<file path="src/rtl/lt_cmp_pkg.sv">
// Shared encodings for the serial magnitude comparator.
package lt_cmp_pkg;

    typedef enum logic [1:0] {
        ST_IDLE = 2'd0,
        ST_SCAN = 2'd1,
        ST_DONE = 2'd2
    } cmp_state_t;

    // Result vector ordering is {lt, eq, gt}; exactly one bit set while a result is held.
    typedef logic [2:0] cmp_res_t;

    localparam cmp_res_t RES_NONE = 3'b000;
    localparam cmp_res_t RES_LT   = 3'b100;
    localparam cmp_res_t RES_EQ   = 3'b010;
    localparam cmp_res_t RES_GT   = 3'b001;

endpackage

</file>
<file path="src/rtl/lt_serial_cmp_if.sv">
// Operand/result handshake bundle for lt_serial_cmp.
interface lt_serial_cmp_if #(
    parameter int WIDTH = 16
);
    logic             in_valid;
    logic             in_ready;
    logic [WIDTH-1:0] a;
    logic [WIDTH-1:0] b;
    logic             signed_mode;
    logic             out_valid;
    logic             out_ready;
    logic             lt;
    logic             eq;
    logic             gt;

    // Comparator side.
    modport slave (
        input  in_valid, a, b, signed_mode, out_ready,
        output in_ready, out_valid, lt, eq, gt
    );

    // Producer/consumer side.
    modport master (
        output in_valid, a, b, signed_mode, out_ready,
        input  in_ready, out_valid, lt, eq, gt
    );
endinterface

</file>
<file path="src/rtl/lt_digit_cmp.sv">
// Combinational unsigned compare of one digit.
module lt_digit_cmp #(
    parameter int DIGIT = 4
) (
    input  logic [DIGIT-1:0] a,
    input  logic [DIGIT-1:0] b,
    output logic             lt,
    output logic             eq
);

    // Plain magnitude compare; sign handling is done by the caller.
    always_comb begin
        lt = (a < b);
        eq = (a == b);
    end

endmodule

</file>
<file path="src/rtl/lt_serial_cmp.sv">
// Digit-serial comparator: scans operands MSB digit first and stops at the
// first differing digit.
module lt_serial_cmp
    import lt_cmp_pkg::*;
#(
    parameter int WIDTH = 16,
    parameter int DIGIT = 4
) (
    input logic           clk,
    input logic           rst,
    lt_serial_cmp_if.slave bus
);

    localparam int NDIG = WIDTH / DIGIT;
    localparam int IDXW = (NDIG > 1) ? $clog2(NDIG) : 1;
    localparam logic [IDXW-1:0] IDX_TOP = IDXW'(NDIG - 1);

    cmp_state_t       state_q, state_d;
    logic [IDXW-1:0]  idx_q, idx_d;
    logic [WIDTH-1:0] a_q, a_d;
    logic [WIDTH-1:0] b_q, b_d;
    logic             sgn_q, sgn_d;
    cmp_res_t         res_q, res_d;

    logic [WIDTH-1:0] a_sh, b_sh;
    logic [DIGIT-1:0] a_dig, b_dig;
    logic             dig_lt, dig_eq;

    // Select the current digit; in signed mode flipping the top bit of the top
    // digit turns two's-complement ordering into unsigned ordering.
    always_comb begin
        a_sh  = a_q >> (DIGIT * int'(idx_q));
        b_sh  = b_q >> (DIGIT * int'(idx_q));
        a_dig = a_sh[DIGIT-1:0];
        b_dig = b_sh[DIGIT-1:0];
        if (sgn_q && (idx_q == IDX_TOP)) begin
            a_dig[DIGIT-1] = ~a_dig[DIGIT-1];
            b_dig[DIGIT-1] = ~b_dig[DIGIT-1];
        end
    end

    lt_digit_cmp #(
        .DIGIT (DIGIT)
    ) u_digit_cmp (
        .a  (a_dig),
        .b  (b_dig),
        .lt (dig_lt),
        .eq (dig_eq)
    );

    // State register and datapath flops; reset discards any operation in flight.
    always_ff @(posedge clk or posedge rst) begin
        if (rst) begin
            state_q <= ST_IDLE;
            idx_q   <= '0;
            a_q     <= '0;
            b_q     <= '0;
            sgn_q   <= 1'b0;
            res_q   <= RES_NONE;
        end else begin
            state_q <= state_d;
            idx_q   <= idx_d;
            a_q     <= a_d;
            b_q     <= b_d;
            sgn_q   <= sgn_d;
            res_q   <= res_d;
        end
    end

    // Next-state logic: accept in IDLE, scan until a difference or digit 0,
    // then hold the result until the consumer takes it.
    always_comb begin
        state_d = state_q;
        idx_d   = idx_q;
        a_d     = a_q;
        b_d     = b_q;
        sgn_d   = sgn_q;
        res_d   = res_q;
        unique case (state_q)
            ST_IDLE: begin
                if (bus.in_valid) begin
                    a_d     = bus.a;
                    b_d     = bus.b;
                    sgn_d   = bus.signed_mode;
                    idx_d   = IDX_TOP;
                    state_d = ST_SCAN;
                end
            end
            ST_SCAN: begin
                if (!dig_eq) begin
                    res_d   = dig_lt ? RES_LT : RES_GT;
                    state_d = ST_DONE;
                end else if (idx_q == '0) begin
                    res_d   = RES_EQ;
                    state_d = ST_DONE;
                end else begin
                    idx_d = idx_q - 1'b1;
                end
            end
            ST_DONE: begin
                if (bus.out_ready) begin
                    res_d   = RES_NONE;
                    state_d = ST_IDLE;
                end
            end
            default: begin
                res_d   = RES_NONE;
                state_d = ST_IDLE;
            end
        endcase
    end

    // Handshake and result outputs come straight from registered state.
    always_comb begin
        bus.in_ready  = (state_q == ST_IDLE);
        bus.out_valid = (state_q == ST_DONE);
        bus.lt        = res_q[2];
        bus.eq        = res_q[1];
        bus.gt        = res_q[0];
    end

endmodule

</file>
<file path="src/flat_wrapper.sv">
// flat-port wrapper written by rule: the top's interface ports become plain ports
module lt_serial_cmp_flat import lt_cmp_pkg::*;
#(
    parameter int WIDTH = 16,
    parameter int DIGIT = 4
)
  (clk, rst, bus_in_valid, bus_a, bus_b, bus_signed_mode, bus_out_ready, bus_in_ready, bus_out_valid, bus_lt, bus_eq, bus_gt);
  lt_serial_cmp_if #(.WIDTH(WIDTH)) bus_i ();
  input logic clk;
  input logic rst;
  input wire logic [$bits(bus_i.in_valid)-1:0] bus_in_valid;
  input wire logic [$bits(bus_i.a)-1:0] bus_a;
  input wire logic [$bits(bus_i.b)-1:0] bus_b;
  input wire logic [$bits(bus_i.signed_mode)-1:0] bus_signed_mode;
  input wire logic [$bits(bus_i.out_ready)-1:0] bus_out_ready;
  output wire logic [$bits(bus_i.in_ready)-1:0] bus_in_ready;
  output wire logic [$bits(bus_i.out_valid)-1:0] bus_out_valid;
  output wire logic [$bits(bus_i.lt)-1:0] bus_lt;
  output wire logic [$bits(bus_i.eq)-1:0] bus_eq;
  output wire logic [$bits(bus_i.gt)-1:0] bus_gt;
  assign bus_i.in_valid = bus_in_valid;
  assign bus_i.a = bus_a;
  assign bus_i.b = bus_b;
  assign bus_i.signed_mode = bus_signed_mode;
  assign bus_i.out_ready = bus_out_ready;
  assign bus_in_ready = bus_i.in_ready;
  assign bus_out_valid = bus_i.out_valid;
  assign bus_lt = bus_i.lt;
  assign bus_eq = bus_i.eq;
  assign bus_gt = bus_i.gt;
  lt_serial_cmp #(.WIDTH(WIDTH), .DIGIT(DIGIT)) u_core (.clk(clk), .rst(rst), .bus(bus_i));
endmodule
</file>
<file path="config.mk">
export PLATFORM = sky130hd
export DESIGN_NAME = lt_serial_cmp_flat
export DESIGN_NICKNAME = d
export VERILOG_FILES = /design/src/rtl/lt_cmp_pkg.sv /design/src/rtl/lt_serial_cmp_if.sv /design/src/rtl/lt_digit_cmp.sv /design/src/rtl/lt_serial_cmp.sv /design/src/flat_wrapper.sv
export SDC_FILE = /design/constraint.sdc
export NUM_CORES = 1
export LEC_CHECK = 0
export ABC_AREA = 1
export CORE_MARGIN = 2
export CORE_UTILIZATION = 40
export DETAILED_ROUTE_END_ITERATION = 12
export PLACE_DENSITY = 0.7
export SLEW_MARGIN = 25
export SYNTH_ARGS = -nofsm -noshare
export SYNTH_HDL_FRONTEND = slang
export SYNTH_SLANG_ARGS = --single-unit
</file>
<file path="constraint.sdc">
create_clock -name clk -period 3.22 [get_ports clk]
set_input_delay 0.483 -clock clk [delete_from_list [all_inputs] [get_ports clk]]
set_output_delay 0.483 -clock clk [all_outputs]
set_load 0.05 [all_outputs]
</file>
==> impl_results.md <==
* Fin nets at 341
* DRT antenna net count at 0
* Dpl ws at 976.5 ps
* Compound-gate portion of the synthesized area at 7.474%
* Synth warn at 0
* CP startpoint kind: register
* Total grt overflow at 0
* Crit path time final at 2301 ps
* Arrival time at the worst endpoint at 2530 ps
* Gpl congestion at 0.8261
* Largest family of logic cells by synthesized area: simple AND/OR/NAND/NOR gates
* Share of layout cells above drive strength 1 at 5.686%
* # hold bufs at CTS at 0
* Router iterations before antenna repair at 4
* Initial Utilization at 41.17%
* CP top delay family: flip-flops
* CTS Buf Count at 5
* Clock Latency Late Sink at 290 ps
* Distinct cells, synth at 19
* Worst slew pin tran at 773.3 ps
* CP peak stage delay at 850 ps
* CTS resizes at 0
* Hold Fails Final Rpt at 0
* Vias in the first global route at 1686
* Tcrit/Tclk final at 71.46%
* Worst hold slack at 470.6 ps
* Core Region at 5042 sq um
* Final Max Slew Viols at 0
* Num Clock Sinks at 40
* Worst-path cell with the longest stage delay: dfrtp_1
* CTS HTree Levels at 2
* Synth Register Bits at 40
* Via count at 1711
* Buf+Inv Stages, Crit Path at 0
* Fill count at 502
* Detail Placement HPWL at 3.045 mm
* Pin count of the biggest net entering global routing at 43
* First-pass GRT wire length at 7.431 mm
* Maximum VDD drop at 0.0003995 V
* XOR/XNOR share of the synthesized area at 0%
* Seq/Total Area, Yosys at 48.22%
* Clk buf depth at 2
* Mean post-synth cell area at 7.953 sq um
* Worst Hold Endpoint: u_core.a_q[5]$_DFFE_PP0P_
* Most frequent CP cell: nand2_1
* Synth Area in Adders at 3.617%
* Max_slew headroom at 48.45%
* Total track usage at 16.05%
* Number of max-cap violations at 0
* Commonest cells after routing, fill and taps aside: 94 x nand2_1, 41 x clkdlybuf4s50_1, 40 x dfrtp_1
* Static leakage at 1.296 nW
* Residual DRC at 0
* Ant. Diodes at 0
* Area Growth Syn to Fin at 23.03%
* Worst Min Path Start: u_core.a_q[5]$_DFFE_PP0P_
* Worst r2r path cells at 11
* Post-CTS Setup Repair Bufs at 0
* Reg clk slew, reported paths at 70 ps
* HP Class: reg2reg
* Die X at 76.04 um
* I/O Buffers at 41
* Cell Chain, Critical Path: ha_1 -> nand2_1 -> nand3_1 -> nand2_1 -> ha_1 -> nand2_1 -> nor2_2 -> nand2_2 -> nand2_2 -> nand2_1 -> nand2_1
* Achievable Freq at 434.6 MHz
* Mux share of post-synthesis cell area at 0%
* Design Power at 2.477 mW
* Post-Synth Simple-Gate Area at 31.04%
* CTS tree: yes
* Die ar. at 5781 sq um
* Mapped Area at 2076 sq um
* Site row count at 26
* Syn Nets at 304
* Worst reg2reg path startpoint: u_core.idx_q[0]$_DFFE_PP0P_
* Commonest non-fill, non-tap cell in the layout: nand2_1
* Routed wire length per instance at 11.43 um
* Required time worst endpoint at 3450 ps
* Die Span Y at 76.04 um
* Worst hold stages at 2
* Critical Path Fanout Max at 20
* FF-to-FF End: u_core.idx_q[1]$_DFFE_PP0P_
* RSZ-0062 raised after global routing: false
* Vias per std cell at 4.637
* Ports at 42
* TNS Setup at 0 ps
* Status: finished clean
* Worst setup EP type: register
* Root Buffer: clkbuf_8
* Initial antenna violation count at 0
* Critical Path Source: u_core.idx_q[0]$_DFFE_PP0P_
* Pwr/cell area at 969.9 nW/um^2
* Final setup fails at 0
* Kind of critical path: reg2reg
* Setup ws final at 919.1 ps
* Reg2reg setup slack at 920 ps
* Worst clock skew at 4.702 ps
* Mapped Cells at 261
* DRT iter0 DRCs at 70
* Drt total wl at 4.219 mm
[per-stage QoR]
stage          area, sq um  instances  util (%)
6_report              2554        369     50.65
5_1_grt               2554        369     50.65
4_1_cts               2554        369     50.65
3_5_place_dp          2464        361     48.86
3_3_place_gp          2464        361     48.86
2_1_floorplan         2076        261         -
[cell usage after synthesis]
| library cell | n | share of area (%) |
|---|---|---|
| buf_6 | 6 | 3.3 |
| nand3_1 | 36 | 8.7 |
| ha_1 | 6 | 3.6 |
| clkbuf_8 | 2 | 1.3 |
| a21oi_1 | 13 | 3.1 |
| buf_2 | 3 | 0.72 |
| nand2_1 | 94 | 17 |
| o21ai_0 | 15 | 3.6 |
| o211ai_1 | 1 | 0.36 |
| nor2_2 | 2 | 0.60 |
| nand4_1 | 1 | 0.30 |
| dfrtp_1 | 40 | 48 |
| inv_1 | 14 | 2.5 |
| nand2_2 | 4 | 1.2 |
| a21o_1 | 1 | 0.36 |
| inv_2 | 1 | 0.18 |
| buf_4 | 3 | 1.1 |
| inv_8 | 1 | 0.54 |
| nor2_1 | 18 | 3.3 |
[registers in the layout (all words and copies together) (netlist names)]
name            count
u_core.idx_q        2
u_core.res_q        3
u_core.a_q         16
u_core.state_q      2
u_core.sgn_q        1
u_core.b_q         16
[worst max-delay path by stage]
stage / slack, ps / cells after the start / to
6_report: 920 / 11 / u_core.idx_q[1]$_DFFE_PP0P_
5_1_grt: 700 / 12 / u_core.idx_q[0]$_DFFE_PP0P_
4_1_cts: 940 / 2 / bus_in_ready
3_5_place_dp: 980 / 11 / u_core.idx_q[0]$_DFFE_PP0P_
3_3_place_gp: 990 / 11 / u_core.idx_q[1]$_DFFE_PP0P_
2_1_floorplan: 1500 / 12 / u_core.res_q[1]$_DFFE_PP0P_
[area by class of cell]
cell class	count	area [sq um]	area share (%)
sequential	40	1001	39.20
multi-input combinational	191	874.6	34.25
timing repair buffer	44	432.9	16.95
clock buffer	8	90.09	3.528
tap	70	87.58	3.430
inverter	16	67.56	2.646
[report_power, final]
group | total [mW] | internal [mW] | switching [mW]
Sequential | 0.911 | 0.737 | 0.174
Clock | 0.335 | 0.175 | 0.160
Combinational | 1.23 | 0.457 | 0.774
[worst register-to-register path: stages (launching register included)]
cell	delay, ps
dfrtp_1	850
ha_1	260
nand2_1	80
nand3_1	90
nand2_1	60
ha_1	300
nand2_1	80
nor2_2	200
nand2_2	120
nand2_2	80
nand2_1	70
nand2_1	60
[logic make-up after synthesis]
logic type | after synthesis
AOI/OAI and AO/OA | 30
and+or+nand+nor | 155
adders and majority gates | 6
buffers and inverters | 30
DFF | 40
[routing by layer]
metal	up-vias	track usage [%]	part of all wire (%)
met5	-	0	0
met4	0	4.364	1.2
met3	7	4.147	4.0
met2	32	26.88	48
met1	763	20.77	47
li1	909	-	-
Power figures use the tool's default switching activity.
